## src/rtl/prime_pkg.sv

```systemverilog
// Shared types and constants for the trial-division prime tester.
package prime_pkg;

  localparam int unsigned DEFAULT_WIDTH = 16;

  typedef enum logic [1:0] {
    StIdle,
    StSqchk,
    StDiv,
    StDone
  } state_e;

  // Edges from the accepting edge until done reads 1, for a datapath of the given width.
  function automatic int unsigned trial_latency(input int unsigned n, input int unsigned width);
    int unsigned d;
    int unsigned t;
    if (n < 2) return 1;
    d = 2;
    t = 0;
    while (d * d <= n) begin
      t++;
      if (n % d == 0) return 1 + t * (width + 2);
      d = (d == 2) ? 3 : d + 2;
    end
    return 2 + t * (width + 2);
  endfunction

endpackage

```

## src/rtl/prime_mod_unit.sv

```systemverilog
// Restoring remainder engine: one load cycle, then WIDTH shift/subtract cycles.
module prime_mod_unit
  import prime_pkg::*;
#(
  parameter int unsigned WIDTH = DEFAULT_WIDTH
) (
  input  logic             clk,
  input  logic             rst_n,
  input  logic             start,
  input  logic [WIDTH-1:0] dividend,
  input  logic [WIDTH-1:0] divisor,
  output logic             valid,
  output logic [WIDTH-1:0] remainder
);

  localparam int unsigned CW = $clog2(WIDTH + 1);

  logic [WIDTH-1:0] rem_q;
  logic [WIDTH-1:0] shift_q;
  logic [CW-1:0]    cnt_q;
  logic             valid_q;
  logic [WIDTH:0]   trial;

  // Partial remainder with the next dividend bit brought down.
  assign trial = {rem_q, shift_q[WIDTH-1]};

  always_ff @(posedge clk or negedge rst_n) begin
    if (!rst_n) begin
      rem_q   <= '0;
      shift_q <= '0;
      cnt_q   <= '0;
      valid_q <= 1'b0;
    end else begin
      valid_q <= 1'b0;
      if (start) begin
        rem_q   <= '0;
        shift_q <= dividend;
        cnt_q   <= CW'(WIDTH);
      end else if (cnt_q != '0) begin
        shift_q <= {shift_q[WIDTH-2:0], 1'b0};
        if (trial >= {1'b0, divisor}) begin
          rem_q <= WIDTH'(trial - {1'b0, divisor});
        end else begin
          rem_q <= WIDTH'(trial);
        end
        cnt_q <= cnt_q - CW'(1);
        if (cnt_q == CW'(1)) valid_q <= 1'b1;
      end
    end
  end

  assign valid     = valid_q;
  assign remainder = rem_q;

endmodule

```

## src/rtl/prime_trial_divider.sv

```systemverilog
// Sequential trial-division prime tester; stop_counter freezes the seconds counter once done.
module prime_trial_divider
  import prime_pkg::*;
#(
  parameter int unsigned WIDTH = DEFAULT_WIDTH
) (
  input  logic             clk,
  input  logic             rst_n,
  input  logic             start,
  input  logic [WIDTH-1:0] test_number,
  output logic             busy,
  output logic             done,
  output logic             is_prime,
  output logic [WIDTH-1:0] factor,
  output logic             stop_counter
);

  state_e             state;
  logic [WIDTH-1:0]   n_q;
  logic [WIDTH-1:0]   d_q;
  logic [2*WIDTH-1:0] d_sq;
  logic               sq_over;
  logic               mod_start;
  logic               mod_valid;
  logic [WIDTH-1:0]   mod_rem;

  // Full-width square so large divisors cannot wrap.
  assign d_sq      = {{WIDTH{1'b0}}, d_q} * {{WIDTH{1'b0}}, d_q};
  assign sq_over   = d_sq > {{WIDTH{1'b0}}, n_q};
  assign mod_start = (state == StSqchk) && !sq_over;

  prime_mod_unit #(
    .WIDTH(WIDTH)
  ) u_mod (
    .clk      (clk),
    .rst_n    (rst_n),
    .start    (mod_start),
    .dividend (n_q),
    .divisor  (d_q),
    .valid    (mod_valid),
    .remainder(mod_rem)
  );

  always_ff @(posedge clk or negedge rst_n) begin
    if (!rst_n) begin
      state    <= StIdle;
      n_q      <= '0;
      d_q      <= '0;
      busy     <= 1'b0;
      done     <= 1'b0;
      is_prime <= 1'b0;
      factor   <= '0;
    end else begin
      case (state)
        StIdle, StDone: begin
          if (start) begin
            n_q      <= test_number;
            d_q      <= WIDTH'(2);
            done     <= 1'b0;
            is_prime <= 1'b0;
            factor   <= '0;
            if (test_number < WIDTH'(2)) begin
              state <= StDone;
              done  <= 1'b1;
              busy  <= 1'b0;
            end else begin
              state <= StSqchk;
              busy  <= 1'b1;
            end
          end
        end
        StSqchk: begin
          if (sq_over) begin
            state    <= StDone;
            busy     <= 1'b0;
            done     <= 1'b1;
            is_prime <= 1'b1;
            factor   <= '0;
          end else begin
            state <= StDiv;
          end
        end
        StDiv: begin
          if (mod_valid) begin
            if (mod_rem == '0) begin
              state    <= StDone;
              busy     <= 1'b0;
              done     <= 1'b1;
              is_prime <= 1'b0;
              factor   <= d_q;
            end else begin
              d_q   <= (d_q == WIDTH'(2)) ? WIDTH'(3) : d_q + WIDTH'(2);
              state <= StSqchk;
            end
          end
        end
        default: state <= StIdle;
      endcase
    end
  end

  assign stop_counter = done;

endmodule

```

## config.mk

```make
export PLATFORM = sky130hd
export DESIGN_NAME = prime_trial_divider
export DESIGN_NICKNAME = d
export VERILOG_FILES = /design/src/rtl/prime_pkg.sv /design/src/rtl/prime_mod_unit.sv /design/src/rtl/prime_trial_divider.sv
export SDC_FILE = /design/constraint.sdc
export NUM_CORES = 1
export LEC_CHECK = 0
export ABC_AREA = 1
export CORE_UTILIZATION = 50
export CTS_CLUSTER_DIAMETER = 100
export DETAILED_ROUTE_END_ITERATION = 16
export PLACE_DENSITY = 0.67
export SYNTH_ARGS = -nofsm -noshare
export SYNTH_HDL_FRONTEND = slang
export SYNTH_SLANG_ARGS = --single-unit
```

## constraint.sdc

```tcl
create_clock -name clk -period 8.08 [get_ports clk]
set_input_delay 1.616 -clock clk [delete_from_list [all_inputs] [get_ports clk]]
set_output_delay 1.616 -clock clk [all_outputs]
set_load 0.01 [all_outputs]
```

==> run summary <==
• global route total overflow: 0
• Static Leakage: 8.478 nW
• Filler Cells Inserted: 2595
• Max Transition Viols Final: 0
• r2r setup slk: 0.53 ns
• Longest Clk Path Bufs: 2
• Final TNS setup: 0 ns
• measured slew at the worst slew-check pin: 1.070 ns
• unrepaired setup endpoints after global routing: false
• drt first pass iters: 5
• wire length on met2: 16100 um
• Vias per Instance: 5.244
• CTS root buf: sky130_fd_sc_hd__clkbuf_16
• library cell appearing most often on the critical path: sky130_fd_sc_hd__nand2_1
• Routed Wire Length: 34930 um
• Clock Skews: 0.008929 ns
• number of antenna violations at the first check in global routing: 0
• tightest slew margin relative to the limit: 28.59%
• DR iter-0 viols: 958
• clock latency on the worst-skew pair: 0.35 ns
• depth of the worst register-to-register path: 35
• post-synthesis to final-layout area growth: 7.085%
• n_diodes: 0
• Clock transition at path regs: 0.07 ns
• Min Clock Period, post-route: 7.549 ns
• number of violations of the max-capacitance limit: 0
• slowest cell on the critical path: sky130_fd_sc_hd__fa_1
• placed wire-length estimate after detailed placement: 29050 um
• Endpoint, Worst Hold: factor[5]$_DFFE_PN0P_
• synthesized-area fraction occupied by adder cells: 36.78%
• launch point of the critical path: d_q[4]$_DFFE_PN0P_
• cell count of the worst hold path: 2
• most common library cell in the layout ignoring fill and taps: sky130_fd_sc_hd__nand2_1
• mean post-synth cell area: 7.429 um2
• final number of hold-violating endpoints: 0
• peak clock frequency supported by timing: 0.1325 GHz
• CTS Buf Count: 9
• CTS H-tree depth: 3
• most frequent cells in the layout: sky130_fd_sc_hd__nand2_1 (464), sky130_fd_sc_hd__inv_1 (406), sky130_fd_sc_hd__fa_1 (164)
• slowest stage delay, CP: 0.57 ns
• GPL Wtd Cong: 1.001
• critical path class: flop to flop
• initial standard-cell utilization of the core: 50.91%
• Worst Min Path Start: factor[5]$_DFFE_PN0P_
• power density of the placed cells: 61.98 nW/um2
• Wirelength per Cell: 15.86 um
• share of the yosys chip area belonging to registers: 16.60%
• share of the synthesized area in compound gates (AO/OA/AOI/OAI): 4.878%
• required time at the worst-slack endpoint: 8.32 ns
• multiplexer share of the synthesized area: 0.1641%
• routed metal-1 wire length: 16300 um
• largest family of logic cells by synthesized area: adder cells
• CTS tree: done
• Post-CTS Setup Repair Bufs: 0
• maximum resistive drop on vdd: 103.2 uV
• arrival time worst endpoint: 7.79 ns
• result of the run: completed
• mapped cell area: 13720 um2
• number of rows in the core area: 60
• Mapped Cells: 1847
• routed via count: 11547
• highest routed layer: met4
• die footprint: 28110 um2
• highest net fanout along the worst path: 87
• vias in the first global route: 11442
• first-pass GRT wire length: 58640 um
• share of synthesized cell area in and, or, nand and nor gates: 24.71%
• Die Span X: 167.7 um
• startpoint types: flop
• largest net degree at the start of global routing: 88
• number of port buffers: 38
• distinct cell type count after synthesis: 44
• I/O pins: 39
• worst flop-to-flop path startpoint: d_q[4]$_DFFE_PN0P_
• count of warnings emitted by yosys: 0
• number of hold-repair buffers added at the cts stage: 0
• final setup violation count: 0
• drc violations: 0
• remaining antenna violation count: 0
• share of the core filled with cells in the final layout: 54.52%
• Reg-to-Reg End: factor[11]$_DFFE_PN0P_
• post-cts repair resize count: 0
• Critical Path End Type: flop
• flop and latch count out of synthesis: 91
• met3 wire len: 1549 um
• final period utilization: 93.42%
• Post-Synthesis Net Count: 2171
• Hold/Removal Path Class: flop to flop
• Total Routing Usage GR: 26.32%
• xor/xnor cell area share of the yosys netlist: 2.808%
• die boundary height: 167.7 um
• share of cells above drive strength 1: 4.675%
• final-stage net count: 2180
• Core Area: 26950 um2
• Sinks on Clock Net: 91
## where the power goes
group / internal [W] / switching [W] / leakage (nW) / total (W)
logic: 0.00000815 / 0.0000117 / 7.21 / 0.0000198
clock network: 0.000243 / 0.000193 / 0.140 / 0.000436
registers: 0.000455 / 0 / 1.13 / 0.000455
## synthesized netlist by cell type (all sizes together)
library cell | number | share of area [%]
nand2 | 465 | 13
inv | 430 | 12
fa | 164 | 24
nand3 | 143 | 5.4
ha | 141 | 13
nor2 | 105 | 3.1
dfrtp | 91 | 17
a21oi | 56 | 2.1
o21ai | 39 | 1.4
nand4 | 37 | 1.7
buf | 35 | 1.5
xor2 | 32 | 2.0
clkbuf | 26 | 0.71
nor3 | 13 | 0.51
xnor2 | 12 | 0.77
nor4 | 10 | 0.46
a21o | 8 | 0.44
nand3b | 5 | 0.27
o21bai | 5 | 0.27
o22ai | 5 | 0.23
or2 | 5 | 0.23
and2 | 4 | 0.18
clkinv | 4 | 0.11
a31oi | 2 | 0.091
mux2 | 2 | 0.16
nor3b | 2 | 0.11
o31ai | 2 | 0.11
a22oi | 1 | 0.055
a311oi | 1 | 0.064
a31o | 1 | 0.064
o311ai | 1 | 0.064
## critical path: cells and delay by family, from the launching register on
family	cells	cell delay, ns
fa+ha+maj	8	3.85
simple gates	18	1.94
buf+inv	8	0.86
flops	1	0.54
xor+xnor	1	0.17
## worst max-delay path by stage
| stage | endpoint |
|---|---|
| detailed placement | factor[11]$_DFFE_PN0P_ |
| finish | factor[11]$_DFFE_PN0P_ |
| floorplan | u_mod.remainder[2]$_DFFE_PN0P_ |
| global route | factor[7]$_DFFE_PN0P_ |
| global placement | factor[15]$_DFFE_PN0P_ |
| CTS | factor[11]$_DFFE_PN0P_ |
## cell families (layout without fill, tap and decap cells)
kind of cell | count (synthesis) | count (layout)
mux | 2 | 2
fa+ha+maj | 305 | 305
xor+xnor | 44 | 44
compound gates | 121 | 121
flops | 91 | 91
simple gates | 789 | 789
buf+inv | 495 | 509
## state kept, by name, indices dropped and copies added, names as in the netlist
signal and flops:
u_mod.valid 1, u_mod.shift_q 16, u_mod.cnt_q 5, is_prime 1, n_q 16, state 2
d_q 16, factor 16, done 1, u_mod.remainder 16, busy 1
## metrics by stage
stage	power (W)	cell area, um2	cells	worst slack (ns)	hold WS [ns]
floorplan	0.0004647	13720	1847	1.277	0.4695
global placement	0.0004843	14390	2186	0.4730	0.4556
detailed placement	0.0004845	14390	2186	0.4395	0.4650
CTS	0.0009182	14690	2202	0.3699	0.4825
global route	0.0009395	14690	2202	0.01760	0.5039
finish	0.0009107	14690	2202	0.5314	0.4778
## layer usage
metal  vias to the layer above  GRT usage [%]
li1                       5643              -
met1                      5499          37.33
met2                       339          42.55
met3                        66          2.883
met4                         0          7.539
met5                         -              0
## cell type report
class | count | area [um2] | area share [%]
multi-input cells | 1261 | 9522 | 64.80
flip-flops and latches | 91 | 2277 | 15.50
inverters | 434 | 1629 | 11.09
repair buffers | 59 | 539.3 | 3.670
well taps | 341 | 426.7 | 2.904
clock buffers | 10 | 229.0 | 1.558
clock inverters | 6 | 71.32 | 0.4854
(Power assumes the default switching activity.)
